[src/rtl/uartp_pkg.sv]
// Shared types and default constants for the UART boot loader slice.
package uartp_pkg;

  localparam int DEFAULT_WORD_WIDTH = 8;
  localparam int DEFAULT_ADDR_WIDTH = 3;
  localparam int DEFAULT_CLK_DIV    = 434;

  typedef enum logic [1:0] {
    IDLE,
    LEN,
    DATA,
    DONE
  } loader_state_t;

  typedef enum logic [2:0] {
    RX_IDLE,
    RX_START,
    RX_DATA,
    RX_STOP,
    RX_WAIT_HIGH
  } rx_state_t;

endpackage

[src/rtl/uart_mem_loader_rx.sv]
// UART 8N1-style receiver: synchroniser, mid-bit sampling timer and shift register.
module uart_rx
  import uartp_pkg::*;
#(
  parameter int WORD_WIDTH = DEFAULT_WORD_WIDTH,
  parameter int CLK_DIV    = DEFAULT_CLK_DIV
) (
  input  logic                  clk,
  input  logic                  rst,
  input  logic                  rx,
  output logic                  byte_valid,
  output logic [WORD_WIDTH-1:0] byte_data,
  output logic                  frame_err
);

  localparam int CW = $clog2(CLK_DIV);
  localparam int BW = (WORD_WIDTH > 1) ? $clog2(WORD_WIDTH) : 1;
  localparam logic [CW-1:0] BIT_LAST  = CW'(CLK_DIV - 1);
  localparam logic [CW-1:0] HALF_LAST = CW'(CLK_DIV / 2 - 1);
  localparam logic [BW-1:0] IDX_LAST  = BW'(WORD_WIDTH - 1);

  logic                  rx_meta;
  logic                  rx_sync;
  logic                  rx_prev;
  rx_state_t             state;
  logic [CW-1:0]         cnt;
  logic [BW-1:0]         idx;
  logic [WORD_WIDTH-1:0] shift_reg;

  // rx_prev lets the idle state look for a true high-to-low edge rather than a low level
  always_ff @(posedge clk or posedge rst) begin
    if (rst) begin
      rx_meta <= 1'b1;
      rx_sync <= 1'b1;
      rx_prev <= 1'b1;
    end else begin
      rx_meta <= rx;
      rx_sync <= rx_meta;
      rx_prev <= rx_sync;
    end
  end

  always_ff @(posedge clk or posedge rst) begin
    if (rst) begin
      state      <= RX_IDLE;
      cnt        <= '0;
      idx        <= '0;
      shift_reg  <= '0;
      byte_data  <= '0;
      byte_valid <= 1'b0;
      frame_err  <= 1'b0;
    end else begin
      byte_valid <= 1'b0;
      frame_err  <= 1'b0;
      case (state)
        RX_IDLE: begin
          cnt <= '0;
          if (rx_prev && !rx_sync) state <= RX_START;
        end
        RX_START: begin
          if (cnt == HALF_LAST) begin
            cnt <= '0;
            idx <= '0;
            state <= rx_sync ? RX_IDLE : RX_DATA;
          end else begin
            cnt <= cnt + CW'(1);
          end
        end
        RX_DATA: begin
          if (cnt == BIT_LAST) begin
            cnt       <= '0;
            shift_reg <= {rx_sync, shift_reg[WORD_WIDTH-1:1]};
            if (idx == IDX_LAST) state <= RX_STOP;
            else                 idx   <= idx + BW'(1);
          end else begin
            cnt <= cnt + CW'(1);
          end
        end
        RX_STOP: begin
          if (cnt == BIT_LAST) begin
            cnt <= '0;
            if (rx_sync) begin
              byte_valid <= 1'b1;
              byte_data  <= shift_reg;
              state      <= RX_IDLE;
            end else begin
              frame_err <= 1'b1;
              state     <= RX_WAIT_HIGH;
            end
          end else begin
            cnt <= cnt + CW'(1);
          end
        end
        RX_WAIT_HIGH: begin
          if (rx_sync) state <= RX_IDLE;
        end
        default: state <= RX_IDLE;
      endcase
    end
  end

endmodule

[src/rtl/uart_mem_loader.sv]
// Serial boot loader: a length word followed by that many payload words, written to memory.
module uart_mem_loader
  import uartp_pkg::*;
#(
  parameter int WORD_WIDTH = DEFAULT_WORD_WIDTH,
  parameter int ADDR_WIDTH = DEFAULT_ADDR_WIDTH,
  parameter int CLK_DIV    = DEFAULT_CLK_DIV
) (
  input  logic                  clk,
  input  logic                  rst,
  input  logic                  rx,
  input  logic                  load_en,
  output logic                  mem_write,
  output logic [ADDR_WIDTH-1:0] mem_addr,
  output logic [WORD_WIDTH-1:0] mem_data,
  output logic                  cpu_hold,
  output logic                  load_done,
  output logic                  frame_err
);

  logic                  rx_valid;
  logic [WORD_WIDTH-1:0] rx_byte;
  logic                  rx_frame_err;
  loader_state_t         state;
  logic                  armed;
  logic [WORD_WIDTH-1:0] remaining;

  uart_rx #(
    .WORD_WIDTH(WORD_WIDTH),
    .CLK_DIV   (CLK_DIV)
  ) u_rx (
    .clk       (clk),
    .rst       (rst),
    .rx        (rx),
    .byte_valid(rx_valid),
    .byte_data (rx_byte),
    .frame_err (rx_frame_err)
  );

  // The address advances on the cycle after each strobe, so a write always sees the current slot
  always_ff @(posedge clk or posedge rst) begin
    if (rst) begin
      state     <= IDLE;
      armed     <= 1'b0;
      remaining <= '0;
      mem_addr  <= '0;
      mem_data  <= '0;
      mem_write <= 1'b0;
      cpu_hold  <= 1'b0;
      load_done <= 1'b0;
      frame_err <= 1'b0;
    end else begin
      mem_write <= 1'b0;
      load_done <= 1'b0;
      if (mem_write) mem_addr <= mem_addr + ADDR_WIDTH'(1);
      if (!load_en)  armed    <= 1'b1;
      case (state)
        IDLE: begin
          cpu_hold <= 1'b0;
          if (load_en && armed) begin
            state     <= LEN;
            cpu_hold  <= 1'b1;
            frame_err <= 1'b0;
            armed     <= 1'b0;
          end
        end
        LEN: begin
          if (!load_en) begin
            state    <= IDLE;
            cpu_hold <= 1'b0;
          end else begin
            if (rx_frame_err) frame_err <= 1'b1;
            if (rx_valid) begin
              remaining <= rx_byte;
              mem_addr  <= '0;
              if (rx_byte == '0) begin
                state     <= DONE;
                load_done <= 1'b1;
              end else begin
                state <= DATA;
              end
            end
          end
        end
        DATA: begin
          if (!load_en) begin
            state    <= IDLE;
            cpu_hold <= 1'b0;
          end else begin
            if (rx_frame_err) frame_err <= 1'b1;
            if (rx_valid) begin
              mem_write <= 1'b1;
              mem_data  <= rx_byte;
              remaining <= remaining - WORD_WIDTH'(1);
              if (remaining == WORD_WIDTH'(1)) begin
                state     <= DONE;
                load_done <= 1'b1;
              end
            end
          end
        end
        DONE: begin
          state    <= IDLE;
          cpu_hold <= 1'b0;
        end
        default: state <= IDLE;
      endcase
    end
  end

endmodule

[config.mk]
export PLATFORM = sky130hd
export DESIGN_NAME = uart_mem_loader
export DESIGN_NICKNAME = d
export VERILOG_FILES = /design/src/rtl/uartp_pkg.sv /design/src/rtl/uart_mem_loader_rx.sv /design/src/rtl/uart_mem_loader.sv
export SDC_FILE = /design/constraint.sdc
export NUM_CORES = 1
export LEC_CHECK = 0
export CAP_MARGIN = 5
export CELL_PAD_IN_SITES_DETAIL_PLACEMENT = 0
export CELL_PAD_IN_SITES_GLOBAL_PLACEMENT = 1
export CORE_ASPECT_RATIO = 0.5
export CORE_MARGIN = 8
export CORE_UTILIZATION = 40
export DETAILED_ROUTE_END_ITERATION = 6
export GPL_TIMING_DRIVEN = 0
export PLACE_DENSITY = 0.71
export SYNTH_ARGS = -nofsm -noshare
export SYNTH_HDL_FRONTEND = slang
export SYNTH_SLANG_ARGS = --single-unit
[constraint.sdc]
create_clock -name clk -period 4.8 [get_ports clk]
set_clock_uncertainty 0.15 [all_clocks]
set_input_delay 1.44 -clock clk [delete_from_list [all_inputs] [get_ports clk]]
set_output_delay 1.44 -clock clk [all_outputs]
set_load 0.01 [all_outputs]
== Yosys cells after proc, flatten, opt, wreduce, memory -nomap -nowiden ==
Cells that the tools add are included.

* Flip-flop bits (word level): 62
* Input port bits: 4
* Output and inout bits: 15
* Latch bits: 0
* Memories kept: 0
* Bits in read-only memories: 0
* Memory bits (writable): 0

* Add/subtract/negate cells: 4
* Muxes and demuxes: 59
* Reductions and logical operators: 20
* Order comparisons: 0
* Shift-type cells: 0
* Eq/ne operators: 29
* Divide/modulo/power cells: 0
* Bitwise logic cells: 0
* Multipliers: 0

{| class="wikitable"
|+ Operators with widths
! operator !! count
|-
| two-way mux 3 bit || 14
|-
| two-way mux 8 bit || 4
|-
| one-hot mux 9 bit (3 select lines) || 1
|-
| two-way mux 1 bit || 24
|-
| inequality test 2 x 1 -> 1 bit (second input constant) || 10
|-
| two-way mux 9 bit || 2
|-
| one-hot mux 8 bit (2 select lines) || 1
|-
| one-hot mux 3 bit (5 select lines) || 1
|-
| two-way mux 2 bit || 7
|-
| AND reduction 4 bit || 3
|-
| inequality test 2 bit (second input constant) || 5
|-
| adder 9 x 1 -> 9 bit (second input constant) || 1
|-
| == test 9 x 8 -> 1 bit (second input constant) || 1
|-
| == test 9 bit (second input constant) || 1
|-
| == test 8 x 1 -> 1 bit (second input constant) || 1
|-
| zero test 8 bit || 1
|-
| one-hot mux 2 bit (4 select lines) || 1
|-
| subtractor 8 x 1 -> 8 bit (second input constant) || 1
|-
| adder 3 x 1 -> 3 bit (second input constant) || 2
|-
| == test 3 x 2 -> 1 bit (second input constant) || 2
|-
| == test 3 bit (second input constant) || 2
|-
| inequality test 3 x 2 -> 1 bit (second input constant) || 2
|-
| one-hot mux 3 bit (2 select lines) || 1
|-
| AND reduction 3 bit || 2
|-
| 16 further kinds || 22
|}

== Longest topological paths before layout ==
* Depth after elaboration: 5
* Mapped depth: 8

== Modules after synthesis ==
Synthesis repeated with hierarchy kept, for this count alone.

* Cell total of the unflattened synthesis: 281
* Area, all modules: 3094.2 um^2

{| class="wikitable"
|+ Modules (own cells, without submodules)
! module !! area each (um^2) !! times used !! seq. area each (um^2) !! cells each
|-
| uart_rx || 1705.4 || 1 || 904.6 || 145
|-
| uart_mem_loader || 1388.8 || 1 || 650.6 || 136
|}

== Least setup slack after synthesis ==
No wires, ideal clock.

* Path kind: input to register
* From: input port load_en
* To: register state[1]
* Path buffers: 1
* Path slack: 2.120 ns
* Setup time: 0.128 ns
* Data required time: 4.522 ns
* Cell stages on the path: 5
* Arrival time: 2.402 ns
* Cell sequence: clkbuf_1 > o21ai_0 > o2bb2ai_1 > a31oi_2 > mux2_1

* Cells in the longest elaborated chain, start to end: 3
* Elaborated cells between the ends (all ways): 9
* Classes of those cells: eq/ne (4); mux (3); reduce/logical (2)

{| class="wikitable"
|+ RTL lines
! element !! RTL line !! text
|-
| from (decl) || uart_mem_loader.sv:12 || <nowiki>input logic load_en,</nowiki>
|-
| logical AND 1 bit || uart_mem_loader.sv:60 || <nowiki>if (load_en && armed) begin</nowiki>
|-
| inequality test 2 bit (no source line) || n/a ||
|-
| AND reduction 4 bit (no source line) || n/a ||
|-
| to (signal assigned) || uart_mem_loader.sv:61 || <nowiki>state <= LEN;</nowiki>
|-
| to (signal assigned) || uart_mem_loader.sv:69 || <nowiki>state <= IDLE;</nowiki>
|-
| to (signal assigned) || uart_mem_loader.sv:77 || <nowiki>state <= DONE;</nowiki>
|-
| to (decl) || uart_mem_loader.sv:24 || <nowiki>loader_state_t state;</nowiki>
|}

Parallel ways exist; a longest one is shown, timed or not.
A chain may end at the register's enable or synchronous reset.

== Final worst setup path ==
Ends and elaborated chain as after synthesis.

==> results by group <==
Synth
  – EDFF count, synth: 0
  – #FFs+latches synth: 62
  – Register area share after synthesis: roughly 53%
  – Async SR Flop Fraction: 100.0%
  – Synth Flop Type: dfrtp_1
  – Synth top area cells: dfrtp_1 (50%), mux2_2 (8.8%), ha_1 (5.1%), o21ai_0 (4.1%), nand2_1 (2.8%)
  – Mapped Cells: between 200 and 300
  – Ys Warns: 0
  – Synth Cell Area: 2942 um2
  – Yosys top cell area share: 50.19%
  – Mapped Nets: 286
  – Mean post-synth cell area: 10.89 um2
  – Synth area leader: dfrtp_1
  – Synth unique cells: 45

Critical path
  – Startpoint Class: input pin
  – Worst path arrival time: about 3.2 ns
  – Critical Path RT: 4.86 ns
  – Crit path capture type: register
  – Crit Path Class: in -> reg
  – Crit-path max FO: 10

Timing
  – Final period util: between 60% and 70%
  – Worst Slack Setup Final: 1.709 ns
  – Post-route minimum period: 3.091 ns
  – Worst-margin pin slew: 0.6290 ns
  – Max frequency: 323.5 MHz
  – Final setup fails: 0
  – Fin. max-slew vios: 0
  – Final hold vios: 0
  – RSZ-0062 raised after global routing: false
  – Setup TNS: 0 ns
  – Relative slew slack: 57.98%

Route
  – Routed Antenna Nets: 0
  – Wirelength per Cell: 15.30 um
  – First-pass DRT Iterations: 4
  – Initial drt markers: 144
  – DRC: 0
  – Post-DR vias/cell: between 5 and 6
  – Via count: 2184
  – Routed WL: about 6 mm

GRT
  – Gr usage total: 12.89%
  – Largest net degree at the start of global routing: 45
  – Vias in the first global route: 2154
  – First-pass GRT wire length: 10.63 mm
  – Initial antenna violation count: 0
  – Gr ovfl total: 0

Place
  – Gpl congestion: 0.7984
  – Placement Setup Slack: 1.379 ns
  – Placed Cells: 385
  – Post-DP HPWL: 4.317 mm
  – Post-place instance area: ~3300 um2
  – Buffers on Ports: 18

Cells and area
  – Antenna Cells: 0
  – Post-route cell area: 3578 um2
  – Area Growth Syn to Fin: 21.65%
  – Non-Filler Instances: 401
  – Share of layout cells above drive strength 1: 15.74%
  – Leading cell type in the layout, fill and taps excluded: dfrtp_1
  – Largest Register: u_rx.cnt
  – Layout Nets: 316
  – Max FFs per register: 9
  – Most frequent cells in the layout: dfrtp_1 (59), o21ai_0 (24), mux2_2 (23), nand2_1 (22), clkdlybuf4s50_1 (18)

Die
  – CORE AREA: 7239 um2
  – Die H: 76.64 um
  – Die ar.: 10520 um2
  – Starting Density: 40.63%
  – Die X: 137.3 um
  – # IOs: 19
  – # rows: 22

Pwr
  – Psw: ~0.34 mW
  – Leak Pwr: 1.601 nW
  – Clock power share: 48.4%
  – PD cells: 396.1 nW/um2
  – Comb power frac: 11.7%
  – Seq pwr share: roughly two fifths
  – P_int: roughly 1.1 mW
  – Net Sw Frac: 23.84%
  – Peak supply drop: 0.0001815 V

CTS
  – Cts bufs inserted: 9
  – Post-CTS Setup Bufs: 0
  – CTS clk-pin slew, worst paths: ~0.050 ns
  – Post-CTS sizing: 0
  – CTS sink cnt: 62
  – CTS tree: built
  – Clock H-tree levels: 3
  – Worst-Skew Late Latency: between 0.3 and 0.4 ns
  – Post-CTS Hold Buffers: 0
  – Root buffer cell: clkbuf_16
  – Deepest clock path buffer count: 2

Status
  – Status: finished clean

Flow run
  – Max-cap violations: 0

Hold path
  – HP Class: reg -> reg
[cell type report]
type	instances	area [um2]
well taps	96	120.1
repair buffers	19	200.2
multi-input cells	187	1308
flip-flops and latches	62	1555
fillers	654	3661
inverters	12	45.04
plain buffers	9	33.78
clock inverters	4	70.07
clock buffers	12	246.5
[cells in the mapped netlist (3+ instances only)]
cell / number
or4_1: 3
nor3_1: 9
nand3_1: 13
clkbuf_1: 9
mux2i_1: 4
o21ai_0: 24
a21oi_1: 11
mux2_2: 23
o211ai_1: 7
nand2_1: 22
nor3b_1: 3
nor2_1: 16
dfstp_2: 3
o22ai_1: 6
inv_1: 12
dfrtp_1: 59
ha_1: 12
[per-stage QoR]
stage          hold slack (ns)  utilization, %  power (mW)
2_1_floorplan           0.1952               -      0.6893
3_3_place_gp            0.1983           44.78      0.7297
3_5_place_dp            0.2030           45.06      0.7394
4_1_cts                 0.2083           49.43       1.436
5_1_grt                 0.2122           49.43       1.485
6_report                0.2096           49.43       1.417
[logic make-up after synthesis]
| group | after synthesis | share of synthesized area (%) |
|---|---|---|
| buffers and inverters | 21 | 2.680 |
| AND/OR/NAND/NOR | 80 | 14.29 |
| flip-flops | 62 | 52.87 |
| multiplexers | 28 | 10.55 |
| AO/OA/AOI/OAI | 64 | 13.61 |
| adder cells (fa/ha/maj) | 12 | 5.104 |
| XOR/XNOR | 3 | 0.8934 |
[worst paths after layout]
path	slack [ns]	startpoint	to	cells past startpoint
min in group asynchronous	1.30	rst	u_rx.state[2]$_DFFE_PP0P_	2
worst max-delay path	1.71	load_en	state[1]$_DFFE_PP0P_	6
worst min register to register	0.21	u_rx.rx_meta$_DFF_PP1_	u_rx.rx_sync$_DFF_PP1_	0
max in group asynchronous	2.63	rst	u_rx.byte_valid$_DFF_PP0_	3
worst max register to register	2.41	remaining[4]$_DFFE_PP0P_	state[1]$_DFFE_PP0P_	4
worst min-delay path	0.21	u_rx.rx_meta$_DFF_PP1_	u_rx.rx_sync$_DFF_PP1_	0
[critical path: stages]
cell	delay, ns
clkdlybuf4s50_1	0.49
clkbuf_1	0.34
o21ai_0	0.21
o2bb2ai_1	0.27
a31oi_2	0.08
mux2_1	0.33
[layer usage]
layer	vias to the layer above	global-route usage, %	wire, um
met5	-	0	0
met4	0	5.382	61
met3	6	5.066	292
met2	33	19.13	2935
met1	1099	16.30	2846
li1	1046	-	-
[power groups by stage]
stage	clock, mW	combinational [mW]	sequential (mW)
final	0.687	0.166	0.564
after global routing	0.729	0.189	0.567
after global placement	0	0.158	0.572
after CTS	0.704	0.168	0.564
after floorplan	0	0.119	0.571
after detailed placement	0	0.167	0.573
Power figures use the tool's default switching activity.
